## src/rtl/ddr_cmd_sequencer.sv

```systemverilog
// ddr_cmd_sequencer
// Controller-side command issuer feeding the bank timing FSMs. It takes one
// read/write request at a time, tracks which row is open in every bank, and
// emits ACT/PR/PRA/RD/WR/REF pulses in the 19-bit bank-FSM command format.
// Commands are spaced by tRCD, tRP, tWR, BL and tRFC. Periodic refresh is
// scheduled from a free-running interval counter.
//
// Ports
//   clk        in   rising-edge clock
//   reset      in   synchronous, active-high
//   req_valid  in   request present
//   req_ready  out  sequencer can accept (registered)
//   req_write  in   1 = write, 0 = read
//   req_bg     in   target bank group
//   req_ba     in   target bank
//   req_row    in   target row
//   commands   out  {ACT,BST,CFG,CKEH,CKEL,DPD,DPDX,MRR,MRW,PD,PDX,PR,PRA,RD,RDA,REF,SRF,WR,WRA}
//   bg, ba     out  bank group / bank of the current command
//   row        out  row of the last ACT (held otherwise)
//   busy       out  high whenever the FSM is not idle
//   ref_miss   out  sticky: a refresh tick arrived while one was still pending
module ddr_cmd_sequencer #(
  parameter int BGWIDTH       = 2,
  parameter int BANKGROUPS    = 2**BGWIDTH,
  parameter int BAWIDTH       = 2,
  parameter int BANKSPERGROUP = 2**BAWIDTH,
  parameter int ROWWIDTH      = 16,
  parameter int BL            = 8,
  parameter int T_RCD         = 17,
  parameter int T_RP          = 17,
  parameter int T_WR          = 14,
  parameter int T_RFC         = 34,
  parameter int T_REFI        = 10400
) (
  input  logic                clk,
  input  logic                reset,
  input  logic                req_valid,
  output logic                req_ready,
  input  logic                req_write,
  input  logic [BGWIDTH-1:0]  req_bg,
  input  logic [BAWIDTH-1:0]  req_ba,
  input  logic [ROWWIDTH-1:0] req_row,
  output logic [18:0]         commands,
  output logic [BGWIDTH-1:0]  bg,
  output logic [BAWIDTH-1:0]  ba,
  output logic [ROWWIDTH-1:0] row,
  output logic                busy,
  output logic                ref_miss
);

  localparam int NBANKS = BANKGROUPS * BANKSPERGROUP;
  localparam int BANKW  = BGWIDTH + BAWIDTH;

  // Bit positions inside the command vector.
  localparam int CMD_ACT = 18;
  localparam int CMD_PR  = 7;
  localparam int CMD_PRA = 6;
  localparam int CMD_RD  = 5;
  localparam int CMD_REF = 3;
  localparam int CMD_WR  = 1;

  localparam int T_MAX_A = (T_RCD > T_RP) ? T_RCD : T_RP;
  localparam int T_MAX_B = (T_WR > T_RFC) ? T_WR : T_RFC;
  localparam int T_MAX_C = (T_MAX_A > T_MAX_B) ? T_MAX_A : T_MAX_B;
  localparam int T_MAX   = (T_MAX_C > BL) ? T_MAX_C : BL;
  localparam int CNTW    = $clog2(T_MAX + 1);
  localparam int REFW    = $clog2(T_REFI);

  // RW_ISSUE stays in the encoding to mirror the bank FSM state map but is
  // never entered: RD/WR is registered on the same edge the hit is accepted
  // or tRCD expires, so no separate issue cycle exists.
  typedef enum logic [2:0] {
    IDLE, PRE_WAIT, ACT_WAIT, RW_ISSUE, RD_WAIT, WR_WAIT, PRA_WAIT, REF_WAIT
  } state_t;

  state_t                          state_q, state_d;
  logic [CNTW-1:0]                 cnt_q, cnt_d;
  logic [REFW-1:0]                 ref_cnt_q, ref_cnt_d;
  logic                            ref_pending_q, ref_pending_d;
  logic                            ref_miss_q, ref_miss_d;
  logic                            req_ready_q, req_ready_d;
  logic [18:0]                     commands_q, commands_d;
  logic [BGWIDTH-1:0]              bg_q, bg_d;
  logic [BAWIDTH-1:0]              ba_q, ba_d;
  logic [ROWWIDTH-1:0]             row_q, row_d;
  logic                            cur_write_q, cur_write_d;
  logic [BGWIDTH-1:0]              cur_bg_q, cur_bg_d;
  logic [BAWIDTH-1:0]              cur_ba_q, cur_ba_d;
  logic [ROWWIDTH-1:0]             cur_row_q, cur_row_d;
  logic [NBANKS-1:0]               bank_open_q, bank_open_d;
  logic [NBANKS-1:0][ROWWIDTH-1:0] open_row_q, open_row_d;

  logic [BANKW-1:0] req_idx, cur_idx;
  logic             ref_wrap, ref_issue;

  assign req_idx  = {req_bg, req_ba};
  assign cur_idx  = {cur_bg_q, cur_ba_q};
  assign ref_wrap = (ref_cnt_q == REFW'(T_REFI - 1));

  always_comb begin
    // NOTE: every variable gets a default before the case so no path leaves
    // one unassigned; a missing default here would infer a latch.
    state_d     = state_q;
    cnt_d       = (cnt_q != '0) ? cnt_q - 1'b1 : cnt_q;
    commands_d  = '0;
    bg_d        = bg_q;
    ba_d        = ba_q;
    row_d       = row_q;
    cur_write_d = cur_write_q;
    cur_bg_d    = cur_bg_q;
    cur_ba_d    = cur_ba_q;
    cur_row_d   = cur_row_q;
    bank_open_d = bank_open_q;
    open_row_d  = open_row_q;
    ref_issue   = 1'b0;

    case (state_q)
      IDLE: begin
        if (req_valid && req_ready_q) begin
          cur_write_d = req_write;
          cur_bg_d    = req_bg;
          cur_ba_d    = req_ba;
          cur_row_d   = req_row;
          bg_d        = req_bg;
          ba_d        = req_ba;
          if (bank_open_q[req_idx] && open_row_q[req_idx] == req_row) begin
            commands_d[req_write ? CMD_WR : CMD_RD] = 1'b1;
            state_d = req_write ? WR_WAIT : RD_WAIT;
            cnt_d   = req_write ? CNTW'(T_WR - 1) : CNTW'(BL - 1);
          end else if (bank_open_q[req_idx]) begin
            commands_d[CMD_PR]   = 1'b1;
            bank_open_d[req_idx] = 1'b0;
            state_d              = PRE_WAIT;
            cnt_d                = CNTW'(T_RP - 1);
          end else begin
            commands_d[CMD_ACT]  = 1'b1;
            bank_open_d[req_idx] = 1'b1;
            open_row_d[req_idx]  = req_row;
            row_d                = req_row;
            state_d              = ACT_WAIT;
            cnt_d                = CNTW'(T_RCD - 1);
          end
        end else if (ref_pending_q) begin
          if (|bank_open_q) begin
            commands_d[CMD_PRA] = 1'b1;
            bank_open_d         = '0;
            state_d             = PRA_WAIT;
            cnt_d               = CNTW'(T_RP - 1);
          end else begin
            commands_d[CMD_REF] = 1'b1;
            ref_issue           = 1'b1;
            state_d             = REF_WAIT;
            cnt_d               = CNTW'(T_RFC - 1);
          end
        end
      end
      PRE_WAIT: begin
        if (cnt_q == '0) begin
          commands_d[CMD_ACT]  = 1'b1;
          bank_open_d[cur_idx] = 1'b1;
          open_row_d[cur_idx]  = cur_row_q;
          row_d                = cur_row_q;
          state_d              = ACT_WAIT;
          cnt_d                = CNTW'(T_RCD - 1);
        end
      end
      ACT_WAIT: begin
        if (cnt_q == '0) begin
          commands_d[cur_write_q ? CMD_WR : CMD_RD] = 1'b1;
          state_d = cur_write_q ? WR_WAIT : RD_WAIT;
          cnt_d   = cur_write_q ? CNTW'(T_WR - 1) : CNTW'(BL - 1);
        end
      end
      RD_WAIT, WR_WAIT, REF_WAIT: begin
        if (cnt_q == '0) state_d = IDLE;
      end
      PRA_WAIT: begin
        if (cnt_q == '0) begin
          commands_d[CMD_REF] = 1'b1;
          ref_issue           = 1'b1;
          state_d             = REF_WAIT;
          cnt_d               = CNTW'(T_RFC - 1);
        end
      end
      default: state_d = IDLE;
    endcase

    // REF closes every bank regardless of how it was reached.
    if (ref_issue) bank_open_d = '0;

    ref_cnt_d     = ref_wrap ? '0 : ref_cnt_q + 1'b1;
    // A tick on the same edge as REF re-arms the request rather than being lost.
    ref_pending_d = ref_wrap | (ref_pending_q & ~ref_issue);
    ref_miss_d    = ref_miss_q | (ref_wrap & ref_pending_q & ~ref_issue);
    // Ready only in idle with no refresh outstanding, so an accept can never
    // coincide with refresh service.
    req_ready_d   = (state_d == IDLE) && !ref_pending_d;
  end

  // NOTE: sequential state uses non-blocking assignments so every flop samples
  // the pre-edge values computed above, independent of statement order.
  always_ff @(posedge clk) begin
    if (reset) begin
      state_q       <= IDLE;
      cnt_q         <= '0;
      ref_cnt_q     <= '0;
      ref_pending_q <= 1'b0;
      ref_miss_q    <= 1'b0;
      req_ready_q   <= 1'b1;
      commands_q    <= '0;
      bg_q          <= '0;
      ba_q          <= '0;
      row_q         <= '0;
      cur_write_q   <= 1'b0;
      cur_bg_q      <= '0;
      cur_ba_q      <= '0;
      cur_row_q     <= '0;
      bank_open_q   <= '0;
    end else begin
      state_q       <= state_d;
      cnt_q         <= cnt_d;
      ref_cnt_q     <= ref_cnt_d;
      ref_pending_q <= ref_pending_d;
      ref_miss_q    <= ref_miss_d;
      req_ready_q   <= req_ready_d;
      commands_q    <= commands_d;
      bg_q          <= bg_d;
      ba_q          <= ba_d;
      row_q         <= row_d;
      cur_write_q   <= cur_write_d;
      cur_bg_q      <= cur_bg_d;
      cur_ba_q      <= cur_ba_d;
      cur_row_q     <= cur_row_d;
      bank_open_q   <= bank_open_d;
    end
  end

  // NOTE: the open-row table is not reset; an entry is only read when its
  // bank_open bit is set, and that bit is cleared by reset.
  always_ff @(posedge clk) begin
    open_row_q <= open_row_d;
  end

  assign req_ready = req_ready_q;
  assign commands  = commands_q;
  assign bg        = bg_q;
  assign ba        = ba_q;
  assign row       = row_q;
  assign busy      = (state_q != IDLE);
  assign ref_miss  = ref_miss_q;

endmodule

```

## config.mk

```make
export PLATFORM = sky130hd
export DESIGN_NAME = ddr_cmd_sequencer
export DESIGN_NICKNAME = d
export VERILOG_FILES = /design/src/rtl/ddr_cmd_sequencer.sv
export SDC_FILE = /design/constraint.sdc
export NUM_CORES = 1
export LEC_CHECK = 0
export CORE_UTILIZATION = 25
export CTS_CLUSTER_SIZE = 14
export DETAILED_ROUTE_END_ITERATION = 10
export MAX_ROUTING_LAYER = met4
export SYNTH_ARGS = -nofsm -noshare
export SYNTH_HDL_FRONTEND = slang
export SYNTH_SLANG_ARGS = --single-unit
export TNS_END_PERCENT = 20
```

## constraint.sdc

```tcl
create_clock -name clk -period 4.25 [get_ports clk]
set_input_delay 0.85 -clock clk [delete_from_list [all_inputs] [get_ports clk]]
set_output_delay 0.85 -clock clk [all_outputs]
set_load 0.02 [all_outputs]
```

Word-level counts from Yosys, hierarchy flattened
Index checks and enable logic that the tools add are counted.
Cells by class
  add/sub/neg operators: 2
  multipliers: 0
  div/mod/pow operators: 0
  order comparisons: 8
  eq/ne operators: 15
  shifts and indexed selects: 0
  mux-type cells: 83
  bitwise logic cells: 10
  reductions and logical operators: 21
Operators by type and width (number)
  $mux 256: 4
  $bwmux 256: 2
  $pmux 256 s2: 1
  $mux 16: 13
  $demux 16 s4: 2
  $bmux 16 s4: 1
  $pmux 16 s2: 2
  $mux 6: 7
  $or 16x16->16: 2
  $mux 3: 10
  $pmux 14 s2: 1
  $pmux 6 s4: 1
  $mux 1: 20
  $mux 19: 1
  $and 16x16->16: 1
  $eq 16x16->1: 1
  $not 16->16: 1
  $reduce_or 16->1: 1
  $pmux 3 s5: 1
  $add 14x1->14 const B: 1
  $eq 14x14->1 const B: 1
  $eq 3x3->1 const B: 4
  $lt 3x6->1 const B: 2
  $mux 12: 1
  33 further kinds: 58
Storage, ports and cells
  register bits: 354
  latch bits: 0
  bits in writable memories: 0
  bits in read-only memories: 0
  bits of input ports: 24
  output and inout port bits: 42
  logic and storage cells: 168
  memories kept: 0

Depth between registers and ports, before layout
  depth in word-level cells: 10
  gate-level depth with buffers: 13

Worst setup path after synthesis
No wires, ideal clock.
  kind: input to register
  start: in req_ba[0]
  end: reg open_row_q[128] in the netlist's numbering, enable pin
  setup time: 0.388 ns
  arrival: 3.666 ns
  setup slack: 0.196 ns
  cell stages on the path: 9
  path through: buf_6 buf_2 mux4_2 mux4_2 clkbuf_1 nor2_1 a21oi_1 clkbuf_1 nor2_1
On the way
  word-level cells in the longest chain between the ends: 6
  elaborated cells on any way between the ends: 9
  those cells by class: 3 x eq/ne; 4 x mux; 2 x reduce/logical
RTL lines
  start: declaration: RTL line 41  | input logic [BAWIDTH-1:0] req_ba,
  $bmux 16 s4: RTL line 126  | if (bank_open_q[req_idx] && open_row_q[req_idx] == req_row) begin
  $mux 16 (implied by the code): RTL line 126
  $eq 16x16->1: RTL line 126
  $logic_and 1x1->1: RTL line 126
  $ne 2x2->1 (no line)
  $reduce_and 5->1 (no line) (*)
  end signal: assignment: RTL line 241  | open_row_q <= open_row_d;
  end: declaration: RTL line 91  | logic [NBANKS-1:0][ROWWIDTH-1:0] open_row_q, open_row_d;
Mark *: on every way between the ends. The rest lies on a longest branch, timed or not. The select of a mux whose other input is x is not followed.
A chain may end at the register's enable or synchronous reset.

Final worst setup path
  start: in req_bg[1]
  end: reg bank_open_q[2]
On the way
  word-level cells in the longest chain between the ends: 10
  elaborated cells on any way between the ends: 20
  those cells by class: 2 x order compare; 2 x eq/ne; 10 x mux; 3 x bitwise; 3 x reduce/logical
RTL lines
  start: declaration: RTL line 40  | input logic [BGWIDTH-1:0] req_bg,
  $lt 4x5->1 (implied by the code) / $ge 4x1->1 (equally long branches): RTL line 132, 137
  $logic_and 1x1->1 (implied by the code): RTL line 132, 137
  $mux 1 (implied by the code): RTL line 132, 137
  $demux 1 s4: RTL line 132, 137
  $not 16->16 (no line)
  $and 16x16->16 (no line)
  $mux 16: RTL line 130  | end else if (bank_open_q[req_idx]) begin
  $mux 16: RTL line 126
  $mux 16: RTL line 119  | if (req_valid && req_ready_q) begin
  $pmux 16 s2: RTL line 117  | case (state_q)
  end signal: assignment: RTL line 234  | bank_open_q <= bank_open_d;
  end: declaration: RTL line 90  | logic [NBANKS-1:0] bank_open_q, bank_open_d;
Parallel ways exist; a longest one is shown, timed or not. The select of a mux whose other input is x is not followed.

==> metrics.txt <==
# TYPE chip_impl_metric gauge
chip_impl_metric{name="comb_power_share",unit="%"} 24.1
chip_impl_metric{name="num-fill-cells",unit=""} 6986
chip_impl_metric{name="timing.final.max_slew_violations",unit=""} 0
chip_impl_metric{name="final_area",unit="um^2"} 20820
chip_impl_metric{name="place_area",unit="um^2"} 19500
chip_impl_info{name="worstSetupStartpointType",value="input port"} 1
chip_impl_metric{name="grt_remaining_overflow",unit=""} 0
chip_impl_metric{name="ffs_latches_synth",unit=""} 341
chip_impl_metric{name="timing.reg2reg.setup_slack",unit="ns"} 1.02
chip_impl_metric{name="avgViaCountPerCell",unit=""} 5.417
chip_impl_metric{name="synth_top_area_share",unit="%"} 43.73
chip_impl_metric{name="vias_in_the_first_global_route",unit=""} 13200
chip_impl_metric{name="number_of_diodes",unit=""} 0
chip_impl_info{name="cts_tree",value="done"} 1
chip_impl_metric{name="mappedNetlistArea",unit="um^2"} 17580
chip_impl_info{name="crit_slowest_cell",value="sky130_fd_sc_hd__clkdlybuf4s50_1"} 1
chip_impl_metric{name="pin_count",unit=""} 66
chip_impl_metric{name="power.switching",unit="mW"} 3.186
chip_impl_metric{name="die_area",unit="um^2"} 71380
chip_impl_metric{name="netSwitchingFraction",unit="%"} 32.20
chip_impl_metric{name="clkLatencyLatePin",unit="ns"} 0.57
chip_impl_metric{name="post-cts-setup-buffers",unit=""} 0
chip_impl_metric{name="cts_hold_buffers",unit=""} 0
chip_impl_metric{name="slowest_delay",unit="ns"} 0.57
chip_impl_metric{name="final_net_count",unit=""} 1586
chip_impl_metric{name="iter_0_drt_violations",unit=""} 1463
chip_impl_metric{name="fin_crit",unit="ns"} 3.800
chip_impl_info{name="timing.critical_path.to_type",value="flip-flop"} 1
chip_impl_info{name="leading_cell_type_in_the_layout_fill_and_taps_excluded",value="sky130_fd_sc_hd__edfxtp_1"} 1
chip_impl_metric{name="synth_seq_area_share",unit="%"} 53.41
chip_impl_metric{name="max_cap_violations",unit=""} 0
chip_impl_info{name="critPathKind",value="in -> reg"} 1
chip_impl_info{name="critical_path.top_delay_family",value="simple AND/OR/NAND/NOR gates"} 1
chip_impl_metric{name="cts_max_path_buffers",unit=""} 3
chip_impl_metric{name="post_cts.resized_instances",unit=""} 0
chip_impl_info{name="hold_path.class",value="reg -> reg"} 1
chip_impl_metric{name="final_core_util",unit="%"} 30.14
chip_impl_metric{name="max_clock_freq",unit="MHz"} 263.2
chip_impl_metric{name="grt_usage",unit="%"} 17.10
chip_impl_metric{name="finalCritPeriodShare",unit="%"} 89.41
chip_impl_metric{name="syn-instance-count",unit=""} 1516
chip_impl_info{name="dominantRegCellSynth",value="sky130_fd_sc_hd__edfxtp_1"} 1
chip_impl_metric{name="gpl.final_weighted_congestion",unit=""} 0.9184
chip_impl_metric{name="cts_buffers",unit=""} 39
chip_impl_metric{name="num_vias",unit=""} 13640
chip_impl_metric{name="die_height",unit="um"} 267.2
chip_impl_info{name="critical_path.startpoint",value="req_bg[1]"} 1
chip_impl_metric{name="place.detailed.hpwl",unit="um"} 40990
chip_impl_metric{name="power.ir.vdd_worst",unit="V"} 0.0002358
chip_impl_metric{name="die_x",unit="um"} 267.2
chip_impl_metric{name="post_route_cells_drive_above_1_share",unit="%"} 16.64
chip_impl_metric{name="setup_viol",unit=""} 0
chip_impl_metric{name="power_frac_clock",unit="%"} 35.3
chip_impl_metric{name="async_flop_share",unit="%"} 0
chip_impl_info{name="cp_cell_sequence",value="clkdlybuf4s50_1, buf_4, nor2_1, a22oi_1, nand2_1, xor2_1, a2111oi_4, nand4_2, nand2_2, mux2i_1"} 1
chip_impl_metric{name="p_int",unit="mW"} 6.708
chip_impl_metric{name="finalHoldWorstSlack",unit="ns"} 0.4702
chip_impl_metric{name="core_region_area",unit="um^2"} 69070
chip_impl_metric{name="critPathArrivalTime",unit="ns"} 4.28
chip_impl_metric{name="drc",unit=""} 0
chip_impl_metric{name="crit_path_buffers_inverters",unit=""} 2
chip_impl_metric{name="final.setup_skew",unit="ns"} 0.01855
chip_impl_metric{name="static-leakage-power",unit="nW"} 7.234
chip_impl_metric{name="worstPathRequired",unit="ns"} 4.73
chip_impl_metric{name="clock_sinks",unit=""} 341
chip_impl_metric{name="grt_start_max_net_pins",unit=""} 36
chip_impl_metric{name="std_cell_rows",unit=""} 96
chip_impl_metric{name="sequentialPowerShare",unit="%"} 40.6
chip_impl_metric{name="cts_max_level",unit=""} 2
chip_impl_metric{name="setup_total_negative_slack",unit="ns"} 0
chip_impl_metric{name="post_synthesis_average_cell_area",unit="um^2"} 11.60
chip_impl_info{name="hold_path_startpoint",value="ref_miss"} 1
chip_impl_metric{name="final_hold_viol_count",unit=""} 0
chip_impl_metric{name="synth_warnings",unit=""} 0
chip_impl_metric{name="path_max_fanout",unit=""} 13
chip_impl_metric{name="worst_slew_pin_tran",unit="ns"} 0.8024
chip_impl_info{name="top_library_cells_by_usage_in_the_layout_fill_and_taps_aside",value="sky130_fd_sc_hd__edfxtp_1, sky130_fd_sc_hd__a22o_1, sky130_fd_sc_hd__nand2_1, sky130_fd_sc_hd__buf_4, sky130_fd_sc_hd__nor2_1"} 1
chip_impl_info{name="cts-root-buf",value="sky130_fd_sc_hd__clkbuf_16"} 1
chip_impl_metric{name="detail_route.wl_per_cell",unit="um"} 24.01
chip_impl_info{name="rsz0062_at_grt",value="no"} 1
chip_impl_metric{name="clk_pin_slew",unit="ns"} 0.06
chip_impl_metric{name="start_util",unit="%"} 25.45
chip_impl_info{name="synth.top_cells.by_area",value="sky130_fd_sc_hd__edfxtp_1, sky130_fd_sc_hd__a22o_1, sky130_fd_sc_hd__dfxtp_1"} 1
chip_impl_metric{name="grt_pass1_wl",unit="um"} 88000
chip_impl_metric{name="drtPass1Iterations",unit=""} 5
chip_impl_metric{name="p_per_area",unit="nW/um^2"} 475.4
chip_impl_info{name="cell_type_with_the_largest_total_area_after_synthesis",value="sky130_fd_sc_hd__edfxtp_1"} 1
chip_impl_metric{name="antenna_found_initial",unit=""} 0
chip_impl_metric{name="total_power",unit="mW"} 9.895
chip_impl_info{name="status",value="completed"} 1
chip_impl_info{name="r2r-start",value="open_row_q[122]"} 1
chip_impl_metric{name="io_buffers",unit=""} 52
chip_impl_metric{name="post_synth_num_cell_types",unit=""} 69
chip_impl_metric{name="max_slew_headroom_at_the_worst_pin",unit="%"} 46.51
chip_impl_metric{name="routed_wirelength",unit="um"} 60460
chip_impl_metric{name="synth_enable_flop_cells",unit=""} 256
chip_impl_metric{name="ant_nets_after_route",unit=""} 0
chip_impl_metric{name="area_delta_synth_final",unit="%"} 18.41
## cells in the mapped netlist, drive strengths merged, types with 12 or more instances
cell    count
xnor2      17
mux4       49
dfxtp      85
edfxtp    256
and3       31
buf        55
nor2       89
nand2b     13
nand2     139
a21oi      74
a22oi      24
a22o      241
clkbuf    130
xor2       15
mux2i      54
a211oi     25
nand3      28
nor3       34
a211o      12
nor4       14
o21ai      32
## cell type report
class	instances	area [um^2]	area share (%)
clock buffers	56	1164	5.590
clock inverters	15	153.9	0.7394
inverters	8	30.03	0.1443
multi-input cells	994	7462	35.85
flip-flops and latches	341	9389	45.11
well taps	931	1165	5.596
repair buffers	173	1451	6.973
## power by group through the flow
stage               clock network (mW)  logic (mW)  registers [mW]
global route                      3.67        2.52            4.05
finish                            3.49        2.39            4.02
floorplan                            0        1.41            4.06
global placement                     0        2.33            4.08
CTS                               3.54        2.36            4.02
detailed placement                   0        2.35            4.09
## path summary, 6_finish.rpt
kind	endpoint	depth (start not counted)
worst max register to register	bank_open_q[2]	8
worst min register to register	ref_miss	2
worst max-delay path	bank_open_q[2]	10
worst min-delay path	ref_miss	2
## cell families (layout without fill, tap and decap cells)
| group | count (synthesis) | after routing | synth area share, % |
|---|---|---|---|
| other | 1 | 13 | 0.02133 |
| AOI/OAI and AO/OA | 442 | 442 | 19.42 |
| xor gates and xnor gates | 32 | 32 | 1.594 |
| and+or+nand+nor | 396 | 396 | 10.83 |
| DFF | 341 | 341 | 53.41 |
| adders and majority gates | 5 | 5 | 0.3559 |
| muxes | 106 | 106 | 9.544 |
| buffers and inverters | 193 | 252 | 4.826 |
## worst register-to-register path, cell delays in order (launching register included)
cell and delay (ns):
sky130_fd_sc_hd__edfxtp_1 0.42, sky130_fd_sc_hd__mux4_2 0.51, sky130_fd_sc_hd__or3_1 0.33, sky130_fd_sc_hd__o2111ai_1 0.11
sky130_fd_sc_hd__nor3_1 0.14, sky130_fd_sc_hd__a2111oi_2 0.49, sky130_fd_sc_hd__nand4_2 0.52, sky130_fd_sc_hd__nand2_2 0.41
sky130_fd_sc_hd__mux2i_1 0.22
## state kept, by name, indices dropped and copies added (netlist names)
signal,count
bank_open_q,16
cnt_q,6
commands,6
cur_ba_q,2
cur_bg_q,2
cur_row_q,16
cur_write_q,1
open_row_q,256
ref_cnt_q,14
ref_miss,1
ref_pending_q,1
req_ready,1
row,16
state_q,3
## through the flow
stage	setup WS, ns	cells
final	0.4500	2518
after global routing	0.3164	2518
after CTS	0.5532	2518
after detailed placement	-0.01605	2447
after global placement	0.05542	2447
after floorplan	0.1960	1528
## routing by layer
metal,up-vias,share of wire (%),track usage (%)
li1,5931,-,-
met1,6807,40,21.44
met2,759,47,27.43
met3,143,8.7,2.593
met4,0,3.7,7.161
met5,-,0,-
Power figures use the tool's default switching activity.
